`src/rtl/fp_chk_fifo.sv`:
```
// In-order store of issued-but-unchecked expectations; flush empties it synchronously.
module fp_chk_fifo #(
  parameter int unsigned WIDTH = 32,
  parameter int unsigned DEPTH = 4
) (
  input  logic                       clock,
  input  logic                       reset,
  input  logic                       flush,
  input  logic                       push,
  input  logic [WIDTH-1:0]           push_data,
  input  logic                       pop,
  output logic [WIDTH-1:0]           head_c,
  output logic [$clog2(DEPTH):0]     count
);

  localparam int unsigned AW = $clog2(DEPTH);
  localparam int unsigned CW = AW + 1;

  logic [WIDTH-1:0] mem [DEPTH];
  logic [AW-1:0]    wr_ptr;
  logic [AW-1:0]    rd_ptr;
  logic             do_push;
  logic             do_pop;

  assign do_push = push & (count != CW'(DEPTH));
  assign do_pop  = pop & (count != '0);
  assign head_c  = mem[rd_ptr];

  // Entry storage, written on accepted push
  always_ff @(posedge clock) begin
    if (do_push) mem[wr_ptr] <= push_data;
  end

  // Pointers and occupancy; pointers wrap naturally since DEPTH is a power of two
  always_ff @(posedge clock or negedge reset) begin
    if (!reset) begin
      wr_ptr <= '0;
      rd_ptr <= '0;
      count  <= '0;
    end else if (flush) begin
      wr_ptr <= '0;
      rd_ptr <= '0;
      count  <= '0;
    end else begin
      if (do_push) wr_ptr <= wr_ptr + AW'(1);
      if (do_pop)  rd_ptr <= rd_ptr + AW'(1);
      if (do_push && !do_pop)      count <= count + CW'(1);
      else if (do_pop && !do_push) count <= count - CW'(1);
    end
  end

endmodule

```
`config.mk`:
```
export PLATFORM = sky130hd
export DESIGN_NAME = fp_chk_fifo
export DESIGN_NICKNAME = d
export VERILOG_FILES = /design/src/rtl/fp_chk_fifo.sv
export SDC_FILE = /design/constraint.sdc
export NUM_CORES = 1
export LEC_CHECK = 0
export BUFFER_PORTS_ARGS = -buffer_cell sky130_fd_sc_hd__buf_4
export CAP_MARGIN = 20
export CORE_MARGIN = 2
export CORE_UTILIZATION = 30
export CTS_BUF_LIST = sky130_fd_sc_hd__clkbuf_4
export CTS_CLUSTER_SIZE = 10
export DETAILED_ROUTE_END_ITERATION = 7
export GPL_TIMING_DRIVEN = 1
export PLACE_DENSITY_LB_ADDON = 0.05
export SYNTH_ARGS = -nofsm -noshare
export SYNTH_HDL_FRONTEND = slang
export SYNTH_SLANG_ARGS = --single-unit
```
`constraint.sdc`:
```
create_clock -name clock -period 4.1 [get_ports clock]
set_clock_uncertainty 0.05 [all_clocks]
set_input_delay 0 -clock clock [delete_from_list [all_inputs] [get_ports clock]]
set_output_delay 0 -clock clock [all_outputs]
set_load 0.05 [all_outputs]
```
==> results of run 1 <==
==> cell families after synthesis <==
kind of cell	Yosys count	synth area share, %
compound gates	11	1.69
xor+xnor	2	0.339
fa+ha+maj	5	1.35
buf+inv	18	1.89
flops	135	77.7
mux	36	14.8
simple gates	21	2.27
==> how the worst max path moves through the flow <==
stage,end,slack (ns)
5_1_grt,head_c[30],1.13
4_1_cts,head_c[30],1.21
3_3_place_gp,head_c[30],1.89
6_report,head_c[30],1.40
3_5_place_dp,head_c[30],1.85
2_1_floorplan,count[2],1.70
==> state kept, by name, summed over array words and instances, names as in the netlist <==
| signal | cells |
|---|---|
| wr_ptr | 2 |
| rd_ptr | 2 |
| mem | 128 |
| count | 3 |
==> cells in the final DEF (no fill, tap or decap), types with 3 or more instances in the layout <==
| cell type | instances |
|---|---|
| edfxtp_1 | 128 |
| mux4_2 | 32 |
| buf_4 | 72 |
| clkinv_2 | 4 |
| clkbuf_4 | 18 |
| ha_1 | 4 |
| dlygate4sd3_1 | 38 |
| dfrtp_1 | 5 |
| clkinv_4 | 3 |
| bufinv_16 | 6 |
| nor2_1 | 9 |
| inv_1 | 5 |
| and3_2 | 4 |
==> through the flow <==
stage                     instances  hold slack, ns  worst slack, ns  total power, uW
after floorplan                 228          -0.346             1.70             2700
after global placement          512          -0.222             1.89             3070
after detailed placement        512          -0.222             1.85             3070
after CTS                       582           0.103             1.21             4200
after global routing            583          0.0924             1.13             4330
final                           583           0.171             1.40             4130
==> report_power, final <==
part           switching (uW)  total [uW]  internal (uW)
clock                     480        1090            610
combinational             783        1280            493
sequential                122        1760           1640
==> layer usage <==
layer / part of all wire (%) / up-vias / global-route usage (%)
met1: 44 / 1349 / 15.6
met2: 51 / 63 / 19.4
met3: 4.3 / 7 / 3.89
met4: 1.1 / 0 / 4.69
met5: 0 / - / 0
li1: - / 1181 / -
==> layout make-up <==
cell class	count	area share (%)
Multi-Input combinational cell	75	15.9
Tap cell	225	4.22
Sequential cell	135	60.3
Antenna cell	1	0.0375
Timing Repair Buffer	110	13.8
Clock inverter	14	3.45
Inverter	5	0.281
Clock buffer	18	2.03
==> critical path: cells and delay by family (launching register included) <==
kind	cells	cell delay [ns]
flops	1	0.88
buf+inv	2	0.63
mux	1	0.59
==> summary.txt, run 1 <==
Logic synthesis
  – Top-count cell post-synth: edfxtp_1
  – Post-synth EDFFs: 128
  – Post-synth top cells: edfxtp_1 (128), mux4_2 (32), nor2_1 (9), dfrtp_1 (7)
  – Syn Inst Count: 228
  – Top_reg_cell synth: edfxtp_1
  – Seq/Total Area, Yosys: 77.7%
  – Synth Area per Inst: 22.7 um2
  – Largest cells by area after synthesis: edfxtp_1 (74%), mux4_2 (14%), dfrtp_1 (3.4%), ha_1 (0.97%), nor2_1 (0.65%)
  – Mapped Area: 5170 um2
  – Ys Warns: 0
  – Post-synth ARST share: 5.19%
  – Synth cell types: 32
  – Mapped Nets: 270
  – Yosys top cell by area: edfxtp_1
  – #FFs+latches synth: 135
  – Post-synth top area share: 74.3%

Clock tree
  – Root Driver: clkbuf_4
  – Clock Path Buffers: 2
  – Postcts setup bufs: 0
  – Clock Sinks: 135
  – Clock slew seen by the registers of the worst setup and hold paths: 0.12 ns
  – CTS buffer count: 17
  – Hold Buf Count CTS: 38
  – CTS H-tree lvls: 4
  – CTS tree: yes
  – CTS resizes: 0
  – Worst skew pair latency: 0.52 ns

Routing
  – Routed Antenna Nets: 0
  – DRT Wirelength: 10300 um
  – DR vias: 2600
  – DRT Pass-1 Iters: 4
  – Via density: 4.46
  – Initial DRC Count: 173
  – Post-DR wirelength/cell: 17.6 um
  – DRC errors left: 0

Die
  – Full die area: 18300 um2
  – # IOs: 72
  – Initial core utilization: 30.3%
  – Die Wd: 135 um
  – Vert. Die Dim: 135 um
  – Core Box Area: 17100 um2
  – Num rows: 48

Global route
  – Overflow after GRT: 0
  – First-pass GRT wire length: 15900 um
  – Pin count of the biggest net entering global routing: 34
  – Tot GR Track Use: 12.2%
  – Vias in the first global route: 2775
  – Initial antenna violation count: 1

Setup path
  – FF-to-FF path depth: 6
  – Reg2Reg Launch Point: count[2]
  – CP Launch Point: rd_ptr[0]
  – Ordered cell list for the critical path: buf_4 > mux4_2 > buf_4
  – Arr. time, crit path: 2.65 ns
  – Startpoint Class: flip-flop
  – Setup crit end kind: output pin
  – Crit path max fanout: 21
  – Critical path class: flip-flop to output pin
  – Setup slack, reg-to-reg: 1.82 ns
  – Worst r2r dst: count[2]
  – CP max stage cell: dfrtp_2
  – Req. time, crit path: 4.05 ns
  – Crit-path most repeated cell: buf_4
  – Largest stage delay, worst path: 0.88 ns

Hold path
  – Worst Hold End: mem[2][27]
  – Hold Crit Class: input pin to flip-flop
  – Hold path start: push_data[27]
  – WHS Path Cells: 2

Timing
  – Post-route minimum period: 2.70 ns
  – Sum Neg Setup Slack: 0 ns
  – Slew margin rel.: 34.4%
  – Worst-margin pin slew: 0.985 ns
  – Fin crit share: 65.8%
  – Pins Over Slew Limit: 0
  – RSZ-0062 raised after global routing: no
  – Final setup violation count: 0
  – Final Hold Viols: 0
  – Fmax: 371 MHz

Place
  – Placed instance area: 5920 um2
  – Port bufs: 71
  – Gpl congestion: 0.684
  – Detail Placement HPWL: 5680 um

Power and ir drop
  – Worst vdd ir: 0.229 mV
  – Leak pwr: 0.00229 uW
  – Power per cell area: 619 nW/um2

Cells and area
  – Nets: 386
  – Fillers: 1606
  – Area delta synth->final: 29.0%
  – Fin util: 39.1%
  – Layout cells sized above 1: 41.2%
  – Footprint of the multi-input gates: 1060 um2
  – Cell area after layout: 6670 um2
  – FF/Latch Area: 4020 um2

Job
  – Max Cap Viol: 0

Run status
  – Status: completed
Note: power is estimated with default switching activity, not from simulation.
==> run 2, diff against run 1 <==
- clock period: 4.1 -> 2.6 ns (I/O delays scaled with it)
==> run 2 against run 1 <==
  * Utilization is 0.26 points lower
  * Design area is 0.68% lower
  * Worst hold slack better by 0.012 ns
  * Critical path type is now flip-flop to flip-flop
  * Wire length is 6.0% lower
  * Largest cell class unchanged
  * Clock power is 27% higher
  * Sequential power is 54% higher
  * Largest power group unchanged
  * Power is 50% higher
  * Die area stayed put
==> summary.txt, run 2 (synthesis results as in run 1) <==
Clock tree
  – CTS resizes: 0
  – Worst skew pair latency: 0.50 ns
  – CTS tree: yes
  – Postcts setup bufs: 0
  – CTS buffer count: 17
  – Root Driver: clkbuf_4
  – CTS H-tree lvls: 4
  – Clock Path Buffers: 2
  – Clock slew seen by the registers of the worst setup and hold paths: 0.10 ns
  – Hold Buf Count CTS: 38
  – Clock Sinks: 135

Routing
  – DR vias: 2539
  – DRT Pass-1 Iters: 4
  – Initial DRC Count: 88
  – DRT Wirelength: 9670 um
  – Routed Antenna Nets: 0
  – DRC errors left: 0
  – Via density: 4.33
  – Post-DR wirelength/cell: 16.5 um

Setup path
  – Arr. time, crit path: 2.65 ns
  – Reg2Reg Launch Point: count[2]
  – Bufs and invs on worst path: 0
  – Ordered cell list for the critical path: nor3b_1 > nor3_1 > fa_1 > and4bb_2 > a311oi_1 > o311a_1
  – Critical path class: flip-flop to flip-flop
  – Worst r2r dst: count[2]
  – Crit path max-delay family: simple AND/OR/NAND/NOR gates
  – Worst path depth: 6
  – Startpoint Class: flip-flop
  – Setup slack, reg-to-reg: 0.35 ns
  – Req. time, crit path: 3.00 ns
  – CP Capture Point: count[2]
  – CP max stage cell: dfrtp_1
  – Largest stage delay, worst path: 0.53 ns
  – CP Launch Point: count[2]
  – Crit path max fanout: 10
  – FF-to-FF path depth: 6
  – Setup crit end kind: flip-flop

Power and ir drop
  – Power per cell area: 935 nW/um2
  – Worst vdd ir: 0.386 mV
  – Leak pwr: 0.00226 uW

Timing
  – Post-route minimum period: 2.25 ns
  – Worst-margin pin slew: 0.914 ns
  – RSZ-0062 raised after global routing: no
  – Slew margin rel.: 39.1%
  – Pins Over Slew Limit: 0
  – Final setup violation count: 0
  – Sum Neg Setup Slack: 0 ns
  – Fmax: 444 MHz
  – Fin crit share: 86.6%
  – Final Hold Viols: 0

Cells and area
  – Fillers: 1611
  – Nets: 389
  – Area delta synth->final: 28.1%
  – Most frequent cells in the layout: edfxtp_1 (128), buf_4 (74), dlygate4sd3_1 (38)
  – Fin util: 38.8%
  – Layout cells sized above 1: 41.2%
  – Biggest regs: mem (128), count (3)
  – Top reg by flops: mem
  – Max reg flops: 128
  – Most common cell after layout, fill and taps aside: edfxtp_1

Run status
  – Status: completed

Place
  – Port bufs: 71
  – Detail Placement HPWL: 5820 um
  – Gpl congestion: 0.738

Die
  – # IOs: 72
  – Initial core utilization: 30.3%
  – Full die area: 18300 um2
  – Die Wd: 135 um
  – Core Box Area: 17100 um2
  – Num rows: 48
  – Vert. Die Dim: 135 um

Hold path
  – Hold Crit Class: input pin to flip-flop

Global route
  – Pin count of the biggest net entering global routing: 33
  – First-pass GRT wire length: 14800 um
  – Vias in the first global route: 2585
  – Tot GR Track Use: 11.3%
  – Initial antenna violation count: 2
  – Overflow after GRT: 0

Job
  – Max Cap Viol: 0
-- run 2: worst register-to-register path, cell delays in order (launching register included) --
cell      delay [ns]
dfrtp_1         0.53
nor3b_1         0.36
nor3_1          0.11
fa_1            0.45
and4bb_2        0.26
a311oi_1        0.24
o311a_1         0.20
-- run 2: area by class of cell --
type,instances,area (um2),area share (%)
diodes,2,5.00,0.0755
inverters,5,18.8,0.283
multi-input cells,75,1060,16.0
repair buffers,113,956,14.4
well taps,225,282,4.25
clock inverters,11,133,2.00
clock buffers,20,150,2.27
flip-flops and latches,135,4020,60.7
-- run 2: per-layer routing --
metal	wire [um]	track usage, %	vias to the layer above
met5	0	0	-
met1	4340	14.6	1282
met3	452	4.00	9
met4	112	4.69	0
li1	-	-	1190
met2	4760	17.5	58
-- run 2: report_power, final --
group / internal [uW] / switching [uW] / total (uW)
clock: 681 / 703 / 1380
combinational: 801 / 1300 / 2100
sequential: 2590 / 119 / 2710
-- run 2: how the worst min path moves through the flow --
stage / start / to / slack (ns) / depth (start not counted)
2_1_floorplan: reset / count[0] / -0.35 / 0
3_3_place_gp: reset / wr_ptr[1] / -0.23 / 1
3_5_place_dp: reset / wr_ptr[1] / -0.23 / 1
4_1_cts: push_data[25] / mem[2][25] / 0.11 / 2
5_1_grt: push_data[27] / mem[2][27] / 0.12 / 2
6_report: push_data[23] / mem[0][23] / 0.18 / 2
-- run 2: through the flow --
| step | worst slack, ns | hold WS, ns | total power, uW | cell area, um2 | std cells |
|---|---|---|---|---|---|
| 5_1_grt | 0.196 | 0.122 | 6500 | 6630 | 586 |
| 6_report | 0.348 | 0.183 | 6190 | 6630 | 586 |
| 4_1_cts | 0.295 | 0.110 | 6310 | 6620 | 584 |
| 3_5_place_dp | 0.351 | -0.225 | 4860 | 5960 | 515 |
| 3_3_place_gp | 0.395 | -0.227 | 4860 | 5960 | 515 |
| 2_1_floorplan | 0.197 | -0.346 | 4260 | 5170 | 228 |
==> run 3, diff against run 2 <==
- CORE_MARGIN: 2 -> 4
- CTS_CLUSTER_SIZE: 10 -> unset
==> run 3 against run 2 <==
  * Worst hold slack worse by 0.020 ns
  * Maximum frequency about the same
  * Cell count decreased by 0.51%
  * Largest power group unchanged
  * Critical path type unchanged
  * Setup slack worse by 0.0015 ns
==> summary.txt, run 3 (synthesis results as in run 1) <==
Cells and area
  – Fillers: 1572
  – Most frequent cells in the layout: edfxtp_1 (128), buf_4 (73), dlygate4sd3_1 (38)
  – Fin util: 39.6%
  – Max reg flops: 128
  – Area delta synth->final: 28.4%
  – Top reg by flops: mem
  – Biggest regs: mem (128), count (3)
  – Cell area after layout: 6640 um2
  – Most common cell after layout, fill and taps aside: edfxtp_1
  – Nets: 390
  – Layout cells sized above 1: 41.6%

Timing
  – Fmax: 444 MHz
  – Pins Over Slew Limit: 0
  – RSZ-0062 raised after global routing: no
  – Post-route minimum period: 2.25 ns
  – Sum Neg Setup Slack: 0 ns
  – Final setup violation count: 0
  – Fin crit share: 86.7%
  – Worst-margin pin slew: 0.905 ns
  – Final Hold Viols: 0
  – Slew margin rel.: 39.7%

Global route
  – Vias in the first global route: 2797
  – First-pass GRT wire length: 15900 um
  – Overflow after GRT: 0
  – Tot GR Track Use: 11.0%
  – Met2 usage: 17.2%
  – Global-route met3 utilization: 4.22%
  – Pin count of the biggest net entering global routing: 33
  – GRT Max-Usage Layer: met2
  – Initial antenna violation count: 1
  – Met1 usage: 14.0%

Die
  – Die Wd: 139 um
  – Initial core utilization: 30.9%
  – # IOs: 72
  – Vert. Die Dim: 139 um
  – Full die area: 19400 um2
  – Core Box Area: 16800 um2
  – Num rows: 47

Clock tree
  – Clock Sinks: 135
  – CTS buffer count: 17
  – Clock slew seen by the registers of the worst setup and hold paths: 0.11 ns
  – Worst skew pair latency: 0.51 ns
  – CTS resizes: 0
  – CTS H-tree lvls: 4
  – Clock Path Buffers: 2
  – Root Driver: clkbuf_4
  – CTS tree: yes

Setup path
  – Crit path max fanout: 10
  – Setup crit end kind: flip-flop
  – Startpoint Class: flip-flop
  – Arr. time, crit path: 2.67 ns
  – Critical path class: flip-flop to flip-flop
  – Setup slack, reg-to-reg: 0.35 ns
  – Largest stage delay, worst path: 0.54 ns
  – Req. time, crit path: 3.01 ns
  – CP max stage cell: dfrtp_1
  – Ordered cell list for the critical path: nor3b_1 > nor3_1 > fa_1 > and4bb_2 > a311oi_1 > o311a_1

Routing
  – Via density: 4.47
  – DRC errors left: 0
  – DRT Wirelength: 10100 um
  – DRT Pass-1 Iters: 4
  – Post-DR wirelength/cell: 17.3 um
  – DR vias: 2607
  – Initial DRC Count: 83
  – Routed Antenna Nets: 0

Place
  – Placed instance area: 5980 um2
  – Gpl congestion: 0.724
  – Port bufs: 71
  – Detail Placement HPWL: 6170 um

Power and ir drop
  – Pwr Total: 6150 uW
  – Leak pwr: 0.00228 uW
  – Worst vdd ir: 0.359 mV
  – Power per cell area: 927 nW/um2

Run status
  – Status: completed

Job
  – Max Cap Viol: 0

Hold path
  – Hold Crit Class: input pin to flip-flop
## run 3: critical path: cells and delay by family, from the launching register on
kind / cells / cell delay, ns
DFF: 1 / 0.54
AOI/OAI and AO/OA: 2 / 0.43
adders and majority gates: 1 / 0.46
and+or+nand+nor: 3 / 0.71
## run 3: worst paths after layout
check,from,to,depth (start not counted)
min,push_data[30],mem[2][30],2
max reg2reg,count[2],count[2],6
min in group asynchronous,reset,count[2],3
max in group asynchronous,reset,rd_ptr[0],3
max,count[2],count[2],6
min reg2reg,wr_ptr[0],wr_ptr[0],2
## run 3: report_power, final
part / internal, uW / switching [uW]
Sequential: 2590 / 124
Clock: 647 / 686
Combinational: 802 / 1310
## run 3: metrics by stage
stage	hold WS (ns)	setup WS [ns]	std cells
floorplan	-0.346	0.197	228
global placement	-0.226	0.417	511
detailed placement	-0.223	0.368	511
CTS	0.108	0.229	581
global route	0.105	0.169	583
finish	0.163	0.347	583
## run 3: what timing repair did
| action | in CTS | in global routing |
|---|---|---|
| hold buffers | 38 | 0 |
| hold endpoints to repair | 144 | 0 |
| buffers inserted | 0 | 0 |
## run 3: per-layer routing
layer / share of wire [%] / up-vias
met5: 0 / -
met4: 1.4 / 0
met3: 5.0 / 15
met2: 49 / 62
met1: 45 / 1342
li1: - / 1188
## run 3: layout make-up
type / count / area (um2) / share of cell area [%]
Clock inverter: 7 / 82.6 / 1.24
Timing Repair Buffer: 114 / 988 / 14.9
Antenna cell: 2 / 5.00 / 0.0754
Clock buffer: 25 / 188 / 2.83
Inverter: 5 / 18.8 / 0.283
Multi-Input combinational cell: 75 / 1060 / 16.0
Tap cell: 220 / 275 / 4.15
Sequential cell: 135 / 4020 / 60.6
